--- config.mk ---
export PLATFORM = sky130hd
export DESIGN_NAME = mult_arbiter
export DESIGN_NICKNAME = d
export VERILOG_FILES = /design/src/rtl/mult_pkg.sv /design/src/rtl/mult_core.sv /design/src/rtl/mult_arbiter.sv
export SDC_FILE = /design/constraint.sdc
export NUM_CORES = 1
export LEC_CHECK = 0
export ABC_AREA = 1
export ABC_CLOCK_PERIOD_IN_PS = 3800
export BUFFER_PORTS_ARGS = -buffer_cell sky130_fd_sc_hd__buf_4
export CAP_MARGIN = 5
export CORE_AREA = 2 2 87 89
export DETAILED_ROUTE_END_ITERATION = 10
export DIE_AREA = 0 0 89 91
export SETUP_SLACK_MARGIN = 0.02
export SYNTH_ARGS = -nofsm -noshare
export SYNTH_HDL_FRONTEND = slang
export SYNTH_SLANG_ARGS = --single-unit
--- constraint.sdc ---
create_clock -name clk -period 3.8 [get_ports clk]
set_input_delay 0.19 -clock clk [delete_from_list [all_inputs] [get_ports clk]]
set_output_delay 0.19 -clock clk [all_outputs]
set_load 0.02 [all_outputs]
--- src/rtl/mult_pkg.sv ---
// Shared types and defaults for the multiplier arbiter slice.
// Holds the sequencer state encoding and the product type.
package mult_pkg;

  localparam int W_DEF    = 3;
  localparam int NREQ_DEF = 4;

  typedef enum logic [1:0] {
    IDLE,
    RUN,
    DONE
  } state_t;

  typedef logic [2*W_DEF-1:0] prod_t;

endpackage

--- src/rtl/mult_core.sv ---
// Shift-add multiplier datapath: A/B/P registers.
// Load captures operands; each step retires one multiplier bit.
module mult_core #(
  parameter int W = mult_pkg::W_DEF
) (
  input  logic           clk,
  input  logic           rst_n,
  input  logic           load,
  input  logic           step,
  input  logic [W-1:0]   mr,
  input  logic [W-1:0]   md,
  output logic [2*W-1:0] p,
  output logic           z
);

  logic [2*W-1:0] a;
  logic [W-1:0]   b;

  always_ff @(posedge clk or negedge rst_n) begin
    if (!rst_n) begin
      a <= '0;
      b <= '0;
      p <= '0;
    end else if (load) begin
      a <= {{W{1'b0}}, md};
      b <= mr;
      p <= '0;
    end else if (step) begin
      if (b[0]) p <= p + a;
      a <= a << 1;
      b <= b >> 1;
    end
  end

  assign z = (b == '0);

endmodule

--- src/rtl/mult_arbiter.sv ---
// Round-robin arbiter sharing one shift-add multiplier
// between NREQ requesters; one-cycle ack per result.
module mult_arbiter
  import mult_pkg::*;
#(
  parameter int NREQ = NREQ_DEF,
  parameter int W    = W_DEF,
  localparam int IW  = $clog2(NREQ)
) (
  input  logic              clk,
  input  logic              rst_n,
  input  logic [NREQ-1:0]   req,
  input  logic [NREQ*W-1:0] mr,
  input  logic [NREQ*W-1:0] md,
  output logic [NREQ-1:0]   gnt,
  output logic [NREQ-1:0]   ack,
  output logic [2*W-1:0]    product,
  output logic [IW-1:0]     done_id,
  output logic              busy
);

  state_t         state;
  logic [IW-1:0]  rr_ptr;
  logic [IW-1:0]  win_c;
  logic [IW-1:0]  ptr_nxt;
  logic [NREQ-1:0] one;
  logic [2*W-1:0] p;
  logic           z;
  logic           load;
  logic           step;

  function automatic logic [IW-1:0] pick(
    input logic [NREQ-1:0] r,
    input logic [IW-1:0]   ptr
  );
    logic [IW-1:0] w;
    logic          f;
    int            idx;
    w = '0;
    f = 1'b0;
    for (int k = 0; k < NREQ; k++) begin
      idx = (int'(ptr) + k) % NREQ;
      if (!f && r[idx]) begin
        w = IW'(idx);
        f = 1'b1;
      end
    end
    return w;
  endfunction

  assign one     = {{(NREQ-1){1'b0}}, 1'b1};
  assign win_c   = pick(req, rr_ptr);
  assign ptr_nxt = (done_id == IW'(NREQ-1)) ? '0 : done_id + 1'b1;
  assign load    = (state == IDLE) && (|req);
  assign step    = (state == RUN) && !z;
  assign busy    = (state != IDLE);

  mult_core #(.W(W)) u_core (
    .clk  (clk),
    .rst_n(rst_n),
    .load (load),
    .step (step),
    .mr   (mr[win_c*W +: W]),
    .md   (md[win_c*W +: W]),
    .p    (p),
    .z    (z)
  );

  always_ff @(posedge clk or negedge rst_n) begin
    if (!rst_n) begin
      state   <= IDLE;
      gnt     <= '0;
      ack     <= '0;
      product <= '0;
      done_id <= '0;
      rr_ptr  <= '0;
    end else begin
      unique case (state)
        IDLE: begin
          if (|req) begin
            gnt     <= one << win_c;
            done_id <= win_c;
            state   <= RUN;
          end
        end
        RUN: begin
          if (z) begin
            ack     <= gnt;
            product <= p;
            state   <= DONE;
          end
        end
        DONE: begin
          ack    <= '0;
          gnt    <= '0;
          rr_ptr <= ptr_nxt;
          state  <= IDLE;
        end
        default: state <= IDLE;
      endcase
    end
  end

endmodule

==> results of run 1 <==
==> flip-flops by register name, summed over array words and instances (netlist names) <==
name	count
product	6
u_core.a	6
u_core.p	6
ack	4
gnt	4
u_core.b	3
done_id	2
rr_ptr	2
state	2
==> metrics by stage <==
step / utilization / area (sq um)
2_1_floorplan: - / 2110
3_3_place_gp: 0.355 / 2540
3_5_place_dp: 0.355 / 2540
4_1_cts: 0.369 / 2630
5_1_grt: 0.369 / 2630
6_report: 0.369 / 2630
==> what timing repair did <==
item                                    in CTS  in global routing
endpoints found under the setup margin       0                  0
hold buffers                                 1                  0
endpoints found under the hold margin       35                  0
buffers inserted                             0                  0
==> where the power goes <==
group          internal, mW  total, mW  leakage (nW)  switching (mW)
Sequential            0.534      0.648         0.458           0.114
Combinational         0.512       1.48         0.894           0.966
Clock                 0.128      0.265        0.0412           0.137
Total                  1.17       2.39          1.39            1.22
==> logic make-up after synthesis <==
kind of cell	Yosys count
simple gates	155
xor+xnor	4
buf+inv	44
fa+ha+maj	7
flops	35
compound gates	33
==> worst max-delay path, delay by kind of cell (launching register included) <==
kind / cells / cell delay, ps
flops: 1 / 580
buf+inv: 1 / 50
simple gates: 11 / 1330
==> cells in the mapped netlist <==
master	n
sky130_fd_sc_hd__inv_2	2
sky130_fd_sc_hd__a211oi_1	1
sky130_fd_sc_hd__nor4_1	1
sky130_fd_sc_hd__buf_2	2
sky130_fd_sc_hd__nand3_1	27
sky130_fd_sc_hd__fa_1	1
sky130_fd_sc_hd__xor2_1	4
sky130_fd_sc_hd__ha_1	6
sky130_fd_sc_hd__buf_4	1
sky130_fd_sc_hd__a21oi_2	1
sky130_fd_sc_hd__dfrtp_1	35
sky130_fd_sc_hd__o21ai_0	18
sky130_fd_sc_hd__nand2_1	95
sky130_fd_sc_hd__inv_1	34
sky130_fd_sc_hd__nor2_8	1
sky130_fd_sc_hd__nor2_4	1
sky130_fd_sc_hd__nand4_1	1
sky130_fd_sc_hd__nor2_1	14
sky130_fd_sc_hd__nand2_2	8
sky130_fd_sc_hd__clkbuf_1	1
sky130_fd_sc_hd__buf_6	2
sky130_fd_sc_hd__o21ai_2	1
sky130_fd_sc_hd__clkinv_1	1
sky130_fd_sc_hd__o31ai_1	1
sky130_fd_sc_hd__o22ai_1	10
sky130_fd_sc_hd__nand3_2	1
sky130_fd_sc_hd__nand2_4	4
sky130_fd_sc_hd__inv_8	1
sky130_fd_sc_hd__nor2_2	1
sky130_fd_sc_hd__nand4_4	1
sky130_fd_sc_hd__a21oi_1	1
==> final cells by class <==
class                   instances  area (sq um)  area share
clock inverters                 2          12.5     0.00476
multi-input cells             199          1040       0.396
inverters                      38           150      0.0571
flip-flops and latches         35           876       0.333
well taps                      99           124      0.0471
clock buffers                   6          72.6      0.0276
repair buffers                 47           355       0.135
==> routing by layer <==
layer  vias to the layer above  routed length, microns  global-route usage
met5                         -                       0                   0
met4                         0                      48              0.0386
met1                       896                    2370               0.182
met2                        38                    2300               0.210
li1                        980                       -                   -
met3                         5                     206              0.0318
==> worst max-delay path by stage <==
stage / to / slack (ps) / cells past startpoint
6_report: u_core.b[0]$_DFFE_PN0P_ / 1800 / 12
5_1_grt: u_core.b[1]$_DFFE_PN0P_ / 1500 / 12
4_1_cts: u_core.b[1]$_DFFE_PN0P_ / 1790 / 12
3_5_place_dp: u_core.b[1]$_DFFE_PN0P_ / 1820 / 12
3_3_place_gp: u_core.b[1]$_DFFE_PN0P_ / 1830 / 13
2_1_floorplan: u_core.b[1]$_DFFE_PN0P_ / 2100 / 14
==> run summary, run 1 <==
### Power
- **total power** 2.39 mW
- **PD cells** 908 mW/mm^2
- **peak supply drop** 239 uV
- **static leakage** 1.39 nW

### Flow run
- **number of maximum-capacitance constraint violations** 0

### Drt
- **number of iterations in the first detailed-routing pass** 4
- **number of routed nets with antenna violations** 0
- **Vias/cell** 4.50
- **number of design-rule violations left by the first detailed-router iteration** 79
- **Post-Route WL** 4920 microns
- **routed wirelength normalized by instance count** 11.5 microns
- **count of vias placed by the detailed router** 1,919
- **post-route DRC violation count** 0

### Clock network
- **CTS H-tree depth** 2
- **clk_lat worst skew** 290 ps
- **Clock Tree Buf Depth** 2
- **number of resized instances in the post-cts repair step** 0
- **clock tree from TritonCTS** built
- **CTS Buf Count** 5
- **clock transition at the registers of the reported paths** 80 ps
- **clk sink count** 35
- **clock root buffer master** sky130_fd_sc_hd__clkbuf_8

### Min path
- **sink of the worst hold path** u_core.a[0]$_DFFE_PN0P_
- **Hold Path Stages** 5
- **startpoint of the most critical hold path** md[3]
- **worst hold-check path type** in -> reg

### Yosys
- **post-synthesis share of cell area spent on xor and xnor gates** 0.0166
- **dominant combinational cell family by area after synthesis** simple AND/OR/NAND/NOR gates
- **Synth Instances** 278
- **fraction of the mapped netlist area in compound gates** 0.0901
- **multiplexer area fraction after synthesis** 0
- **Synth cell types** 31
- **Yosys warnings** 0
- **Post-Synthesis Cell Area** 0.00211 sq mm
- **cell type with the highest aggregate area in the netlist** sky130_fd_sc_hd__dfrtp_1
- **sequential element share of the synthesized area** 0.415
- **top post-synthesis cells by area** sky130_fd_sc_hd__dfrtp_1 (41%), sky130_fd_sc_hd__nand2_1 (17%), sky130_fd_sc_hd__nand3_1 (6.4%)
- **post-synthesis adder-cell area fraction** 0.0451
- **Post-Synth Simple-Gate Area** 0.341
- **proportion of netlist area held by the largest area contributor** 0.415
- **synthesized net count** 315
- **Synth Area per Inst** 7.59 sq um
- **Seq cells post-synth** 35

### Placement
- **half-perimeter wire length after detailed placement** 3870 microns
- **final estimated routing congestion in global placement** 0.861
- **port buffer count** 46
- **number of cells in the design after placement** 417
- **pre-CTS WS** 1820 ps

### Critical path
- **slowest library cell on the worst path** sky130_fd_sc_hd__dfrtp_1
- **most prevalent standard cell on the critical path** sky130_fd_sc_hd__nand2_1
- **nature of the critical path startpoint** flop
- **highest fanout seen on the critical path** 14
- **cell chain of the critical path** nand2_1 > nand2_1 > nor2_1 > nor2_2 > nand4_4 > nand2_4 > nand2_1 > nand2_1 > nand2_1 > nand3_1 > nand2_1 > inv_1
- **delay of the slowest cell on the worst path** 580 ps
- **CP Launch Point** rr_ptr[0]$_DFFE_PN0P_
- **data required time at the worst endpoint** 4040 ps
- **depth of the worst register-to-register path** 12
- **register-to-register path setup slack** 1800 ps
- **critical path arrival** 2230 ps
- **worst reg2reg endpoint** u_core.b[0]$_DFFE_PN0P_
- **CP Capture Type** flop
- **Reg-to-Reg Start** rr_ptr[0]$_DFFE_PN0P_
- **kind of critical path** reg -> reg

### STA
- **number of hold violations in the final report** 0
- **Setup Viol. Count Final** 0
- **Fin Setup TNS** 0 ps
- **RSZ-0062 raised after global routing** no
- **final critical-path required period** 2000 ps
- **Slew Limit Fails** 0
- **clk_skew** 8.42 ps
- **Setup WS post-layout** 1800 ps
- **top achievable clock speed** 501 MHz
- **Final period util** 0.526
- **slew at the pin closest to its max-slew limit** 442 ps
- **slew margin rel.** 0.705
- **worst hold margin** 212 ps

### Cells and area
- **Finished Layout Cells** 426
- **diode insertion count for antenna repair** 0
- **fin nets** 363
- **share of post-route cells with drive strength above 1** 0.229
- **most common cell after layout, fill and taps aside** sky130_fd_sc_hd__nand2_1
- **signed area change from the synthesized netlist to the final layout** 24.7%
- **leading cell types in the layout, fill and taps excluded** sky130_fd_sc_hd__nand2_1 (95), sky130_fd_sc_hd__buf_4 (46), sky130_fd_sc_hd__dfrtp_1 (35)
- **count of fill cells added during filler insertion** 785

### Floorplan
- **placeable core region** 0.00714 sq mm
- **number of placement rows** 31
- **chip height** 91 microns
- **die outline width** 89 microns
- **initial core utilization** 0.296
- **I/O Pins** 47
- **Die ar.** 0.00810 sq mm

### GRT
- **number of global-route vias before repair** 1,892
- **global-route wire length before repair** 8580 microns
- **GRT overflow** 0
- **GRT Util Overall** 0.134
- **number of antenna violations at the first check in global routing** 0
- **largest net degree at the start of global routing** 36

### Run status
- **result of the run** complete, no violations

Note: power is estimated with default switching activity, not from simulation.
==> inputs of run 2 (changes only) <==
Settings changed: ABC_CLOCK_PERIOD_IN_PS 3800 to 1900.
Clock period 3.8 ns to 1.9 ns, I/O delays scaled along.
==> run 2 against run 1 <==
Flip-flop and latch count is the same. Clock skew shrank 0.75 ps. Critical endpoint is now u_core.b[1]$_DFFE_PN0P_. Clock power grew to 3.0 times the previous value. Non-clock buffer count grew 18. Wire length grew 11%. Critical path type unchanged. Via count grew 5.6%. Highest routed layer unchanged.
==> run summary, run 2 (same netlist as run 1, synthesis figures left out) <==
### GRT
- **largest net degree at the start of global routing** 36, unchanged
- **global-route wire length before repair** 8450 microns, was 8580 microns
- **number of global-route vias before repair** 1,831, was 1,892
- **number of antenna violations at the first check in global routing** 0, unchanged
- **GRT overflow** 0, unchanged
- **GRT Util Overall** 0.134, about the same

### Drt
- **number of routed nets with antenna violations** 0, unchanged
- **number of iterations in the first detailed-routing pass** 5, was 4
- **post-route DRC violation count** 0, unchanged
- **Post-Route WL** 5470 microns, was 4920 microns
- **routed wirelength normalized by instance count** 12.2 microns, was 11.5 microns
- **number of design-rule violations left by the first detailed-router iteration** 75, was 79
- **count of vias placed by the detailed router** 2,027, was 1,919
- **Vias/cell** 4.53, was 4.50

### STA
- **number of hold violations in the final report** 0, unchanged
- **Setup WS post-layout** 23.0 ps, was 1800 ps
- **Final period util** 0.988, was 0.526
- **final critical-path required period** 1880 ps, was 2000 ps
- **slew margin rel.** 0.700, was 0.705
- **top achievable clock speed** 533 MHz, was 501 MHz
- **slew at the pin closest to its max-slew limit** 450 ps, was 442 ps
- **clk_skew** 7.67 ps, was 8.42 ps
- **RSZ-0062 raised after global routing** yes, was no
- **Setup Viol. Count Final** 0, unchanged
- **Fin Setup TNS** 0 ps, unchanged
- **Slew Limit Fails** 0, unchanged
- **worst hold margin** 120 ps, was 212 ps

### Critical path
- **delay of the slowest cell on the worst path** 440 ps, was 580 ps
- **worst reg2reg endpoint** u_core.b[1]$_DFFE_PN0P_, was u_core.b[0]$_DFFE_PN0P_
- **family of cells with the greatest summed delay on the critical path** simple AND/OR/NAND/NOR gates, unchanged
- **nature of the critical path startpoint** flop, unchanged
- **highest fanout seen on the critical path** 7, was 14
- **CP Capture Type** flop, unchanged
- **depth of the worst register-to-register path** 16, was 12
- **number of buffers and inverters on the critical path** 3, was 1
- **Reg-to-Reg Start** rr_ptr[0]$_DFFE_PN0P_, unchanged
- **kind of critical path** reg -> reg, unchanged
- **data required time at the worst endpoint** 2070 ps, was 4040 ps
- **critical path arrival** 2050 ps, was 2230 ps
- **slowest library cell on the worst path** sky130_fd_sc_hd__dfrtp_2, was sky130_fd_sc_hd__dfrtp_1
- **cell chain of the critical path** buf_12 > inv_8 > nand2_2 > nand2_4 > nand2_4 > nand2_4 > nand3_2 > nand2_4 > nand2_8 > buf_6 > nand3_1 > nand2_1 > nand2_1 > nand3_1 > nand2_1 > nand2_1, was nand2_1 > nand2_1 > nor2_1 > nor2_2 > nand4_4 > nand2_4 > nand2_1 > nand2_1 > nand2_1 > nand3_1 > nand2_1 > inv_1
- **register-to-register path setup slack** 20 ps, was 1800 ps

### Floorplan
- **I/O Pins** 47, unchanged
- **die outline width** 89 microns, unchanged
- **placeable core region** 0.00714 sq mm, unchanged
- **chip height** 91 microns, unchanged
- **initial core utilization** 0.296, unchanged
- **number of placement rows** 31, unchanged
- **Die ar.** 0.00810 sq mm, unchanged

### Clock network
- **clock root buffer master** sky130_fd_sc_hd__clkbuf_8, unchanged
- **CTS H-tree depth** 2, unchanged
- **clk_lat worst skew** 290 ps, about the same
- **CTS Buf Count** 5, unchanged
- **clock transition at the registers of the reported paths** 70 ps, was 80 ps
- **Clock Tree Buf Depth** 2, unchanged
- **clock tree from TritonCTS** built, unchanged
- **clk sink count** 35, unchanged

### Cells and area
- **Top Registers** product: 6 flops, u_core.a: 6 flops, u_core.p: 6 flops, unchanged
- **diode insertion count for antenna repair** 0, unchanged
- **leading cell types in the layout, fill and taps excluded** sky130_fd_sc_hd__nand2_1 (85), sky130_fd_sc_hd__buf_4 (57), sky130_fd_sc_hd__inv_1 (34), was sky130_fd_sc_hd__nand2_1 (95), sky130_fd_sc_hd__buf_4 (46), sky130_fd_sc_hd__dfrtp_1 (35)
- **most common cell after layout, fill and taps aside** sky130_fd_sc_hd__nand2_1, unchanged
- **sequential cell area** 878 sq um, was 876 sq um
- **share of post-route cells with drive strength above 1** 0.342, was 0.229
- **area of the multi-input gates** 0.00121 sq mm, was 0.00104 sq mm
- **fin nets** 384, was 363
- **count of fill cells added during filler insertion** 739, was 785
- **signed area change from the synthesized netlist to the final layout** 43.9%, was 24.7%

### Power
- **static leakage** 1.56 nW, was 1.39 nW
- **design internal power** 3.25 mW, was 1.17 mW
- **total power** 6.12 mW, was 2.39 mW
- **NetSw** 2.87 mW, was 1.22 mW
- **Switching Share** 0.469, was 0.509
- **Logic pwr share** 0.660, was 0.618
- **PD cells** 2010 mW/mm^2, was 908 mW/mm^2
- **peak supply drop** 915 uV, was 239 uV
- **power share of the sequential group** 0.211, was 0.271
- **Clk pwr share** 0.128, was 0.111

### Placement
- **pre-CTS WS** 15.3 ps, was 1820 ps
- **port buffer count** 46, unchanged
- **half-perimeter wire length after detailed placement** 4000 microns, was 3870 microns
- **final estimated routing congestion in global placement** 0.906, was 0.861

### Min path
- **startpoint of the most critical hold path** mr[11], was md[3]
- **sink of the worst hold path** u_core.b[2]$_DFFE_PN0P_, was u_core.a[0]$_DFFE_PN0P_
- **Hold Path Stages** 5, unchanged
- **worst hold-check path type** in -> reg, unchanged

### Flow run
- **number of maximum-capacitance constraint violations** 0, unchanged

### Run status
- **result of the run** complete, no violations, unchanged

==> run 2: changes by cell type in the layout (fill, tap and decap cells not counted), sizes merged <==
cell / before / now
clkbuf: 6 / 7
bufinv: 0 / 2
clkinvlp: 1 / 0
nand4: 2 / 3
buf: 46 / 63
clkinv: 2 / 1
nand2: 107 / 109
==> run 2: what timing repair did <==
item                       4_1_cts  5_1_grt
resized for setup                1       36
setup buffers                    0        6
setup endpoints to repair        3       13
cloned                           1        3
pin swaps                        3       10
hold buffers                     1        0
hold endpoints to repair        35        0
==> run 2: how the worst max path moves through the flow <==
| stage | from | slack, ps | cells after the start | to |
|---|---|---|---|---|
| 3_3_place_gp | rr_ptr[0]$_DFFE_PN0P_ | 30 | 14 | u_core.b[1]$_DFFE_PN0P_ |
| 4_1_cts | rr_ptr[0]$_DFFE_PN0P_ | 30 | 10 | gnt[0]$_DFFE_PN0P_ |
| 6_report | rr_ptr[0]$_DFFE_PN0P_ | 20 | 16 | u_core.b[1]$_DFFE_PN0P_ |
| 3_5_place_dp | rr_ptr[0]$_DFFE_PN0P_ | 20 | 14 | u_core.b[1]$_DFFE_PN0P_ |
| 2_1_floorplan | rr_ptr[0]$_DFFE_PN0P_ | 200 | 14 | u_core.b[1]$_DFFE_PN0P_ |
| 5_1_grt | rr_ptr[0]$_DFFE_PN0P_ | -110 | 13 | u_core.b[1]$_DFFE_PN0P_ |
==> run 2: power by group through the flow <==
stage | Sequential, mW | Clock (mW) | Combinational (mW)
final | 1.29 | 0.786 | 4.04
after global routing | 1.33 | 0.844 | 4.51
after CTS | 1.27 | 0.805 | 3.35
after detailed placement | 1.29 | 0 | 3.26
after global placement | 1.28 | 0 | 3.21
after floorplan | 1.40 | 0 | 2.21
==> run 2: tightest hold or removal path: stages <==
cell                      delay (ps)
sky130_fd_sc_hd__buf_4            80
sky130_fd_sc_hd__nand2_1          40
sky130_fd_sc_hd__nand2_1          50
sky130_fd_sc_hd__nand2_1          40
sky130_fd_sc_hd__nand3_1          70
==> run 2: routing by layer <==
metal	track usage	wire, microns
met1	0.183	2490
met4	0.0373	74
met5	0	0
met2	0.209	2610
met3	0.0327	296
==> run 2: cell type report <==
type / count / area share
clock buffers: 6 / 0.0239
clock inverters: 2 / 0.0198
inverters: 38 / 0.0494
flip-flops and latches: 35 / 0.289
well taps: 99 / 0.0408
multi-input cells: 202 / 0.399
repair buffers: 65 / 0.178
==> run 2: per-stage QoR <==
step                      std cells   util  instance area (sq um)
after floorplan                 278      -                   2110
after global placement          428  0.369                   2630
after detailed placement        428  0.369                   2630
after CTS                       438  0.391                   2790
after global routing            447  0.425                   3040
final                           447  0.425                   3040
==> inputs of run 3 (changes only) <==
Settings changed: ABC_AREA 1 to not set, CORE_AREA 2 2 87 89 to 2 2 83 85, DIE_AREA 0 0 89 91 to 0 0 85 87.
==> run 3 against run 2 <==
Area after synthesis down 10%. Register-to-register slack improved by 170 ps. Cell count shrank 29%. Count of clock-buffer cells in the layout did not move. Synthesized cell count shrank 33%. Die area is 8.7% lower. Utilization shrank 4.8 points. Total power shrank 36%. Clock skew is 5.1 ps lower. Design area is 18% lower.
==> run summary, run 3 <==
### Run status
- **result of the run** complete, no violations, unchanged

### GRT
- **number of antenna violations at the first check in global routing** 0, unchanged
- **global-route wire length before repair** 7270 microns, was 8450 microns
- **GRT Util Overall** 0.123, was 0.134
- **number of global-route vias before repair** 1,578, was 1,831
- **GRT overflow** 0, unchanged
- **largest net degree at the start of global routing** 36, unchanged

### Power
- **total power** 3.89 mW, was 6.12 mW
- **Clk pwr share** 0.179, was 0.128
- **Logic pwr share** 0.495, was 0.660
- **NetSw** 1.52 mW, was 2.87 mW
- **static leakage** 1.22 nW, was 1.56 nW
- **power share of the sequential group** 0.325, was 0.211
- **PD cells** 1570 mW/mm^2, was 2010 mW/mm^2
- **Switching Share** 0.391, was 0.469
- **design internal power** 2.37 mW, was 3.25 mW
- **peak supply drop** 616 uV, was 915 uV

### Critical path
- **critical path arrival** 1920 ps, was 2050 ps
- **highest fanout seen on the critical path** 4, was 7
- **kind of critical path** reg -> reg, unchanged
- **delay of the slowest cell on the worst path** 440 ps, about the same
- **depth of the worst register-to-register path** 5, was 16
- **number of buffers and inverters on the critical path** 0, was 3
- **family of cells with the greatest summed delay on the critical path** compound AO/OA/AOI/OAI gates, was simple AND/OR/NAND/NOR gates
- **slowest library cell on the worst path** sky130_fd_sc_hd__o311ai_0, was sky130_fd_sc_hd__dfrtp_2
- **nature of the critical path startpoint** flop, unchanged
- **number of gates on the worst path with buffers counted** 5, was 16
- **data required time at the worst endpoint** 2110 ps, was 2070 ps
- **cell chain of the critical path** ha_1 > a21o_1 > a31oi_1 > o311ai_0 > mux2i_1, was buf_12 > inv_8 > nand2_2 > nand2_4 > nand2_4 > nand2_4 > nand3_2 > nand2_4 > nand2_8 > buf_6 > nand3_1 > nand2_1 > nand2_1 > nand3_1 > nand2_1 > nand2_1
- **CP Capture Type** flop, unchanged

### Clock network
- **clock root buffer master** sky130_fd_sc_hd__clkbuf_8, unchanged
- **clk_lat worst skew** 290 ps, about the same
- **CTS H-tree depth** 2, unchanged
- **Setup Fix Bufs, Post-CTS** 0, unchanged
- **clk sink count** 35, unchanged
- **hold-fix buffers at CTS** 1, unchanged
- **CTS Buf Count** 5, unchanged
- **Clock Tree Buf Depth** 2, unchanged
- **clock transition at the registers of the reported paths** 70 ps, about the same
- **number of resized instances in the post-cts repair step** 0, was 1
- **clock tree from TritonCTS** built, unchanged

### Yosys
- **dominant combinational cell family by area after synthesis** simple AND/OR/NAND/NOR gates, unchanged
- **Yosys warnings** 0, unchanged
- **proportion of netlist area held by the largest area contributor** 0.462, was 0.415
- **synthesized net count** 224, was 315
- **Synth Area per Inst** 10.1 sq um, was 7.59 sq um
- **top post-synthesis cells by area** sky130_fd_sc_hd__dfrtp_1 (46%), sky130_fd_sc_hd__mux2i_1 (6.9%), sky130_fd_sc_hd__nand2_1 (5.1%), was sky130_fd_sc_hd__dfrtp_1 (41%), sky130_fd_sc_hd__nand2_1 (17%), sky130_fd_sc_hd__nand3_1 (6.4%)
- **sequential element share of the synthesized area** 0.462, was 0.415
- **post-synthesis share of cell area spent on xor and xnor gates** 0.00923, was 0.0166
- **multiplexer area fraction after synthesis** 0.138, was 0
- **Synth Instances** 187, was 278
- **Post-Synthesis Cell Area** 0.00190 sq mm, was 0.00211 sq mm
- **fraction of the mapped netlist area in compound gates** 0.140, was 0.0901
- **Post-Synth Simple-Gate Area** 0.162, was 0.341
- **leading cell types by count after synthesis** sky130_fd_sc_hd__dfrtp_1 (35), sky130_fd_sc_hd__nand2_1 (26), sky130_fd_sc_hd__o21ai_0 (14), was sky130_fd_sc_hd__nand2_1 (95), sky130_fd_sc_hd__dfrtp_1 (35), sky130_fd_sc_hd__inv_1 (34)
- **Synth cell types** 41, was 31
- **Seq cells post-synth** 35, unchanged
- **post-synthesis adder-cell area fraction** 0.0501, was 0.0451
- **cell type with the highest aggregate area in the netlist** sky130_fd_sc_hd__dfrtp_1, unchanged
- **top flip-flop cell by instance count after synthesis** sky130_fd_sc_hd__dfrtp_1, unchanged
- **most common cell in the netlist** sky130_fd_sc_hd__dfrtp_1, was sky130_fd_sc_hd__nand2_1
- **share of flip-flops with an asynchronous set or reset** 1.00, unchanged
- **number of enable-type register cells in the synthesized netlist** 0, unchanged

### Cells and area
- **most common cell after layout, fill and taps aside** sky130_fd_sc_hd__buf_4, was sky130_fd_sc_hd__nand2_1
- **share of post-route cells with drive strength above 1** 0.301, was 0.342
- **diode insertion count for antenna repair** 0, unchanged
- **final non-filler cell area** 0.00248 sq mm, was 0.00304 sq mm
- **post-layout util** 0.378, was 0.425
- **Finished Layout Cells** 319, was 447
- **leading cell types in the layout, fill and taps excluded** sky130_fd_sc_hd__buf_4 (50), sky130_fd_sc_hd__dfrtp_1 (35), sky130_fd_sc_hd__nand2_1 (26), was sky130_fd_sc_hd__nand2_1 (85), sky130_fd_sc_hd__buf_4 (57), sky130_fd_sc_hd__inv_1 (34)
- **signed area change from the synthesized netlist to the final layout** 30.7%, was 43.9%
- **Top Registers** product: 6 flops, u_core.a: 6 flops, u_core.p: 6 flops, unchanged
- **fin nets** 275, was 384

### STA
- **Setup Viol. Count Final** 0, unchanged
- **clk_skew** 2.54 ps, was 7.67 ps
- **Slew Limit Fails** 0, unchanged
- **top achievable clock speed** 586 MHz, was 533 MHz
- **Final period util** 0.898, was 0.988
- **number of hold violations in the final report** 0, unchanged
- **Fin Setup TNS** 0 ps, unchanged
- **RSZ-0062 raised after global routing** no, was yes
- **slew margin rel.** 0.642, was 0.700
- **final critical-path required period** 1710 ps, was 1880 ps
- **slew at the pin closest to its max-slew limit** 533 ps, was 450 ps

### Drt
- **number of routed nets with antenna violations** 0, unchanged
- **number of design-rule violations left by the first detailed-router iteration** 45, was 75
- **count of vias placed by the detailed router** 1,528, was 2,027
- **routed wirelength normalized by instance count** 12.9 microns, was 12.2 microns
- **number of iterations in the first detailed-routing pass** 4, was 5
- **Vias/cell** 4.79, was 4.53
- **post-route DRC violation count** 0, unchanged
- **Post-Route WL** 4130 microns, was 5470 microns

### Min path
- **worst hold-check path type** in -> reg, unchanged
- **Hold Path Stages** 3, was 5

### Placement
- **final estimated routing congestion in global placement** 0.749, was 0.906
- **area of placed instances** 0.00235 sq mm, was 0.00263 sq mm
- **half-perimeter wire length after detailed placement** 3060 microns, was 4000 microns
- **number of cells in the design after placement** 310, was 428
- **port buffer count** 46, unchanged

### Floorplan
- **number of placement rows** 30, was 31
- **chip height** 87 microns, was 91 microns
- **placeable core region** 0.00657 sq mm, was 0.00714 sq mm
- **initial core utilization** 0.289, was 0.296
- **Die ar.** 0.00740 sq mm, was 0.00810 sq mm
- **I/O Pins** 47, unchanged
- **die outline width** 85 microns, was 89 microns

### Flow run
- **number of maximum-capacitance constraint violations** 0, unchanged

[run 3: path summary, 6_finish.rpt]
kind,from,endpoint,slack [ps]
worst max-delay path,u_core.a[1]$_DFFE_PN0P_,u_core.p[5]$_DFFE_PN0P_,190
min in group asynchronous,rst_n,product[4]$_DFFE_PN0P_,300
worst max register to register,u_core.a[1]$_DFFE_PN0P_,u_core.p[5]$_DFFE_PN0P_,190
max in group asynchronous,rst_n,done_id[1]$_DFFE_PN0P_,1280
worst min register to register,product[4]$_DFFE_PN0P_,product[4]$_DFFE_PN0P_,480
worst min-delay path,md[8],u_core.a[2]$_DFFE_PN0P_,130
[run 3: cell families after synthesis]
logic type                 Yosys count
adders and majority gates            7
DFF                                 35
buffers and inverters               17
and+or+nand+nor                     63
xor gates and xnor gates             2
AOI/OAI and AO/OA                   39
muxes                               24
[run 3: power by group through the flow]
stage / combinational [mW] / sequential (mW) / clock [mW]
final: 1.93 / 1.27 / 0.698
after global routing: 2.16 / 1.32 / 0.756
after CTS: 1.97 / 1.27 / 0.724
after detailed placement: 1.96 / 1.29 / 0
after global placement: 1.93 / 1.28 / 0
after floorplan: 1.19 / 1.39 / 0
[run 3: layout make-up]
type / count / area [sq um]
clock inverter: 2 / 35.0
timing repair buffer: 52 / 405
inverter: 9 / 33.8
sequential: 35 / 876
fill: 656 / 4090
multi-input combinational: 135 / 947
tap: 80 / 100
clock buffer: 6 / 82.6
[run 3: stage by stage]
| stage | setup WS, ps | hold slack [ps] |
|---|---|---|
| after global routing | 30.3 | 153 |
| final | 194 | 132 |
| after detailed placement | 215 | 85.0 |
| after CTS | 177 | 128 |
| after global placement | 239 | 81.1 |
| after floorplan | 185 | -201 |
[run 3: worst register-to-register path, cell delays in order (launching register included)]
cell and delay [ps]:
sky130_fd_sc_hd__dfrtp_1 420, sky130_fd_sc_hd__ha_1 290, sky130_fd_sc_hd__a21o_1 130, sky130_fd_sc_hd__a31oi_1 120
sky130_fd_sc_hd__o311ai_0 440, sky130_fd_sc_hd__mux2i_1 240
[run 3: per-layer routing]
layer,up-vias,track usage,share of wire
met5,-,0,0
met3,5,0.0360,0.039
met2,28,0.202,0.48
met1,731,0.158,0.47
met4,0,0.0390,0.014
li1,764,-,-
